==> config.mk <==
export PLATFORM = sky130hd
export DESIGN_NAME = demux5_buf
export DESIGN_NICKNAME = d
export VERILOG_FILES = /design/src/rtl/demux5_buf.sv
export SDC_FILE = /design/constraint.sdc
export NUM_CORES = 1
export LEC_CHECK = 0
export BUFFER_PORTS_ARGS = -buffer_cell sky130_fd_sc_hd__buf_2
export CAP_MARGIN = 5
export CORE_MARGIN = 1.5
export CORE_UTILIZATION = 56
export DETAILED_ROUTE_END_ITERATION = 6
export PLACE_DENSITY = 0.89
export SYNTH_ARGS = -nofsm -noshare
export SYNTH_HDL_FRONTEND = slang
export SYNTH_SLANG_ARGS = --single-unit
==> constraint.sdc <==
create_clock -name clk -period 3.8 [get_ports clk]
set_input_delay 0.38 -clock clk [delete_from_list [all_inputs] [get_ports clk]]
set_output_delay 0.38 -clock clk [all_outputs]
set_load 0.1 [all_outputs]
==> src/rtl/demux5_buf.sv <==
`timescale 1ns/1ps
// demux5_buf: five-way buffered dispatcher.
// One valid/ready source stream is routed by in_sel to one of five
// destination streams (a..e), each behind its own DEPTH-entry FIFO.
// Select codes 5..7 are routed to destination a and raise the sticky bad_sel.
//
// Ports:
//   clk, resetn          rising-edge clock, asynchronous active-low reset
//   in_valid/in_ready    source handshake; in_sel picks destination, in_data is the word
//   out_valid[4:0]       per-destination valid (bit0=a .. bit4=e)
//   out_ready[4:0]       per-destination ready, same bit order
//   out_data_a..e        head word of each FIFO, zero when that FIFO is empty
//   bad_sel              sticky: a word with in_sel >= 5 was accepted
module demux5_buf #(
    parameter int WIDTH = 32,
    parameter int DEPTH = 2
) (
    input  logic             clk,
    input  logic             resetn,
    input  logic             in_valid,
    output logic             in_ready,
    input  logic [2:0]       in_sel,
    input  logic [WIDTH-1:0] in_data,
    output logic [4:0]       out_valid,
    input  logic [4:0]       out_ready,
    output logic [WIDTH-1:0] out_data_a,
    output logic [WIDTH-1:0] out_data_b,
    output logic [WIDTH-1:0] out_data_c,
    output logic [WIDTH-1:0] out_data_d,
    output logic [WIDTH-1:0] out_data_e,
    output logic             bad_sel
);

    localparam int PW = $clog2(DEPTH);
    localparam int CW = PW + 1;

    logic [2:0]       tgt;
    logic             push;
    logic [4:0]       pop;
    logic [4:0]       push_i;

    logic [PW-1:0]    wr_ptr_q [5];
    logic [PW-1:0]    wr_ptr_d [5];
    logic [PW-1:0]    rd_ptr_q [5];
    logic [PW-1:0]    rd_ptr_d [5];
    logic [CW-1:0]    cnt_q    [5];
    logic [CW-1:0]    cnt_d    [5];
    logic             bad_sel_q;
    logic             bad_sel_d;

    logic [WIDTH-1:0] mem_q    [5][DEPTH];
    logic [WIDTH-1:0] head     [5];

    // Ready depends only on the selected FIFO's registered count, so a full
    // FIFO blocks the source even if it is popping in the same cycle.
    always_comb begin
        tgt       = (in_sel <= 3'd4) ? in_sel : 3'd0;
        in_ready  = resetn && (cnt_q[tgt] < CW'(DEPTH));
        push      = in_valid && in_ready;
        bad_sel_d = bad_sel_q | (push && (in_sel > 3'd4));
        for (int unsigned i = 0; i < 5; i++) begin
            push_i[i]   = push && (tgt == 3'(i));
            pop[i]      = (cnt_q[i] != '0) && out_ready[i];
            wr_ptr_d[i] = wr_ptr_q[i] + PW'(push_i[i]);
            rd_ptr_d[i] = rd_ptr_q[i] + PW'(pop[i]);
            case ({push_i[i], pop[i]})
                2'b10:   cnt_d[i] = cnt_q[i] + CW'(1);
                2'b01:   cnt_d[i] = cnt_q[i] - CW'(1);
                default: cnt_d[i] = cnt_q[i];
            endcase
        end
    end

    always_ff @(posedge clk or negedge resetn) begin
        if (!resetn) begin
            for (int unsigned i = 0; i < 5; i++) begin
                wr_ptr_q[i] <= '0;
                rd_ptr_q[i] <= '0;
                cnt_q[i]    <= '0;
            end
            bad_sel_q <= 1'b0;
        end else begin
            for (int unsigned i = 0; i < 5; i++) begin
                wr_ptr_q[i] <= wr_ptr_d[i];
                rd_ptr_q[i] <= rd_ptr_d[i];
                cnt_q[i]    <= cnt_d[i];
            end
            bad_sel_q <= bad_sel_d;
        end
    end

    // Storage is not reset: contents are only observable through a non-zero
    // count, and reset clears every count.
    always_ff @(posedge clk) begin
        if (push) begin
            mem_q[tgt][wr_ptr_q[tgt]] <= in_data;
        end
    end

    always_comb begin
        for (int unsigned i = 0; i < 5; i++) begin
            out_valid[i] = (cnt_q[i] != '0);
            head[i]      = (cnt_q[i] != '0) ? mem_q[i][rd_ptr_q[i]] : '0;
        end
    end

    assign out_data_a = head[0];
    assign out_data_b = head[1];
    assign out_data_c = head[2];
    assign out_data_d = head[3];
    assign out_data_e = head[4];
    assign bad_sel    = bad_sel_q;

endmodule

==> out/summary.md <==
Summed over all layers, the routed wires come to 30,000 um. The tools report the required time reported for the critical path endpoint as 3.42 ns. By startpoint and endpoint, the worst setup path is classified as register to output port.

Yosys attributes the largest share of cell area to sky130_fd_sc_hd__edfxtp_1 73%, sky130_fd_sc_hd__mux2i_1 12%, sky130_fd_sc_hd__nor2_1 5.1%, sky130_fd_sc_hd__dfrtp_1 4.0%, sky130_fd_sc_hd__xnor2_1 0.99%. The initial utilization of the core area, before any placement, comes to 56.6%. In the final routed layout, each cell accounts on average for 22.1 um. Clock tree synthesis inserted a total of 34 buffers.

The instance area at placement was 14,700 sq um; the initial antenna violation count was 1. The clock passes through at most 3 buffers. The path with the worst hold slack has its endpoint at mem_q[3][5]$_DFFE_PP_. After routing the design area is 15,700 sq um. After the last flow step, the layout net total stands at 1,064. The later pin in the worst-skew pair is clocked with a latency of 0.51 ns. The run gives 24,500 sq um as the total die area. sky130_fd_sc_hd__edfxtp_1 is the most common cell in the netlist.

The flow ran to the end, and the final reports show no timing, DRC or antenna violations. Among all flip-flop cells after synthesis, the most frequent one is sky130_fd_sc_hd__edfxtp_1. The proportion of register bits with asynchronous set or reset after synthesis came out at 6.16%.

Measured along the x axis, the die boundary spans 157 um. The number of nets in the synthesized netlist is 845. At the end of routability-driven placement, the weighted congestion stood at 0.775.

Sorting the synthesized cells by how often they occur yields 320 x sky130_fd_sc_hd__edfxtp_1, 181 x sky130_fd_sc_hd__nor2_1, 161 x sky130_fd_sc_hd__mux2i_1, 21 x sky130_fd_sc_hd__dfrtp_1, 20 x sky130_fd_sc_hd__clkbuf_1. Startpoint type of the worst setup path: a register. Setup repair after global routing left no endpoint under its margin.

A synthesized cell averages 16.6 sq um. Counting tap cells, the placed design contains a total of 1,298 instances. Global routing consumed, over all layers together, 24.6% of the routing resources. Measured in cells, the most critical reg-to-reg path has a length of 5. In the routed layout, each cell is associated on average with a via count of 5.57. Measured against its own limit, the worst slew margin works out to 21.2%. Once detailed placement completed, the half-perimeter wirelength came to 18,600 um.

The largest fanout on the critical path is 33. For this run, the detailed router's first-pass iteration total came to 7. Counting flops and latches in the post-synthesis netlist gives 341. In this run the critical register-to-register path is launched from wr_ptr_q[0]$_DFF_PN0_. Hold is met by 0.174 ns.

In this run the worst hold path is classified as primary input to register. The first global-routing pass estimated 44,100 um of wire. In the final layout, the multi-input gates occupy 2980 sq um. For the share of the yosys chip area belonging to registers, the log shows 76.7%.

The detailed router placed 7,552 vias in this run. The cell sitting at the root of the clock tree is a sky130_fd_sc_hd__clkbuf_16. The logs give 7,489 for the number of global-route vias before repair and 509 for the number of design-rule violations left by the first detailed-router iteration.

Entering global routing, the biggest net connects 34 pins. The total grt overflow is 0, and the post-CTS setup buffer count is 0. The number of standard cells in the layout, taps in and fillers out was 1,357. The count of buffers added on input and output ports is 209. The final critical-path share of the clock period came out at 77.2%. The logs give 0 for the number of warning messages in the yosys log and 0 ns for the setup TNS. Register cell area after layout: 10,100 sq um. After floorplanning, the core was divided into 56 placement rows.

0 antenna diodes ended up in the layout. Share of Yosys cell area claimed by the top area cell type: 72.7%. The reg-to-reg endpoint was mem_q[3][42]$_DFFE_PP_. The worst hold path stage count was 1.

The reg2reg setup slack is 1.31 ns, and the number of maximum-capacitance violations is 0. The launch point of the worst path is rd_ptr_q[4]$_DFF_PN0_. Once detail routing completed, the nets flagged for antenna violations numbered 0. From synthesis to final layout, the design area changed by 18.9%. The tools report the arrival time of the worst setup path as 2.55 ns. After detailed routing, the number of remaining DRC violations is 0. The total area inside the core boundary comes to 23,300 sq um. The number of enable flip-flop cells after synthesis is 320.

For the number of distinct library cell variants in the gate-level netlist after synthesis, the log shows 33. After clock tree synthesis, the clock-pin slew on the worst setup and hold paths is 0.06 ns. From bottom edge to top edge, the die measures 157 um.

For the pin with the worst max-slew slack, the measured transition is 1.18 ns. TritonCTS built the clock tree. Cells with a size suffix above 1 make up 28.2% of the layout. Setup violations remaining at the end of the flow were counted as 0. For the timing-limited maximum frequency, the log shows 341 MHz.

Clock tree synthesis found a total of 341 sinks. After filler insertion, the fill cell instance count of the layout stands at 1,503. The minimum clock period after layout is 2.93 ns. Of all cell types, the one taking the most synthesized area is sky130_fd_sc_hd__edfxtp_1.

Hold path startpoint: in_data[5]. STA classifies the critical path endpoint as an output port. In this run the count of I/O pins placed on the die edge is 210. The post-synthesis instance area came out at 13,200 sq um. The clock arrives with 0.0243 ns of skew. The count of final hold-check violations came out at 0. The count of pins over their slew limit came out at 0.

The cell count after synthesis came out at 797. The clock tree synthesis step divided the H-tree into 2 levels.
sequential cells by signal, summed over array words and instances (netlist names):
register,cells
rd_ptr_q,5
cnt_q,10
bad_sel,1
mem_q,320
wr_ptr_q,5
cells in the final DEF, fill, tap and decap left out, types with 2 or more instances in the layout:
cell / instances
sky130_fd_sc_hd__nor2_1: 167
sky130_fd_sc_hd__buf_2: 209
sky130_fd_sc_hd__dfrtp_1: 16
sky130_fd_sc_hd__nor2_4: 14
sky130_fd_sc_hd__buf_4: 11
sky130_fd_sc_hd__nand3_2: 4
sky130_fd_sc_hd__edfxtp_1: 320
sky130_fd_sc_hd__ha_1: 5
sky130_fd_sc_hd__nand2_1: 4
sky130_fd_sc_hd__xnor2_1: 15
sky130_fd_sc_hd__clkinvlp_4: 2
sky130_fd_sc_hd__xor2_1: 12
sky130_fd_sc_hd__bufinv_16: 2
sky130_fd_sc_hd__clkinv_2: 4
sky130_fd_sc_hd__inv_1: 9
sky130_fd_sc_hd__mux2i_1: 161
sky130_fd_sc_hd__dfrtp_2: 5
sky130_fd_sc_hd__clkbuf_16: 34
sky130_fd_sc_hd__clkinv_1: 7
sky130_fd_sc_hd__and2_1: 5
sky130_fd_sc_hd__nor3b_1: 3
sky130_fd_sc_hd__o21bai_1: 2
sky130_fd_sc_hd__clkbuf_1: 8
worst max-delay path by stage:
stage                     slack [ns]                      to
after floorplan                 0.74  mem_q[3][32]$_DFFE_PP_
after global placement          1.08  mem_q[3][32]$_DFFE_PP_
after detailed placement        1.04  mem_q[3][34]$_DFFE_PP_
after CTS                       0.86          out_data_a[31]
after global routing            0.79          out_data_a[21]
final                           0.87          out_data_a[31]
layout make-up:
class | count | area share, %
clock buffer | 42 | 5.61
multi-input combinational | 409 | 19.0
timing repair buffer | 221 | 7.25
clock inverter | 16 | 0.876
tap | 319 | 2.54
sequential | 341 | 64.5
inverter | 9 | 0.215
metrics by stage:
step | worst slack (ns) | utilization (%)
after detailed placement | 1.04 | 62.9
after global placement | 1.08 | 62.9
after floorplan | 0.740 | -
after global routing | 0.790 | 67.3
final | 0.866 | 67.3
after CTS | 0.857 | 67.3
routing by layer:
layer  global-route usage [%]  wire length [um]  vias up
li1                         -                 -     3360
met1                     32.6             12200     3775
met2                     41.5             15000      357
met3                     3.90              1870       58
met4                     8.84               859        2
met5                        0                11        -
worst max-delay path, cell delays in order, from the launching register on:
cell and delay (ns):
sky130_fd_sc_hd__dfrtp_2 1.15, sky130_fd_sc_hd__mux2i_1 0.19, sky130_fd_sc_hd__nor2_1 0.24, sky130_fd_sc_hd__buf_2 0.48
cells by family (layout without fill, tap and decap cells):
logic type,after synthesis,after routing,share of synthesized area (%)
adders and majority gates,5,5,0.473
muxes,161,161,12.2
DFF,341,341,76.7
xor gates and xnor gates,27,27,1.79
AOI/OAI and AO/OA,11,11,0.786
buffers and inverters,47,288,1.57
and+or+nand+nor,205,205,6.48
repair_timing:
action / in CTS / in global routing
endpoints found under the hold margin: 21 / 0
resized for setup: 0 / 0
hold buffers: 1 / 0
Power is left out: the tool's default activity adds up to more than one toggle a clock period on the data nets, which glitch-free logic cannot reach.
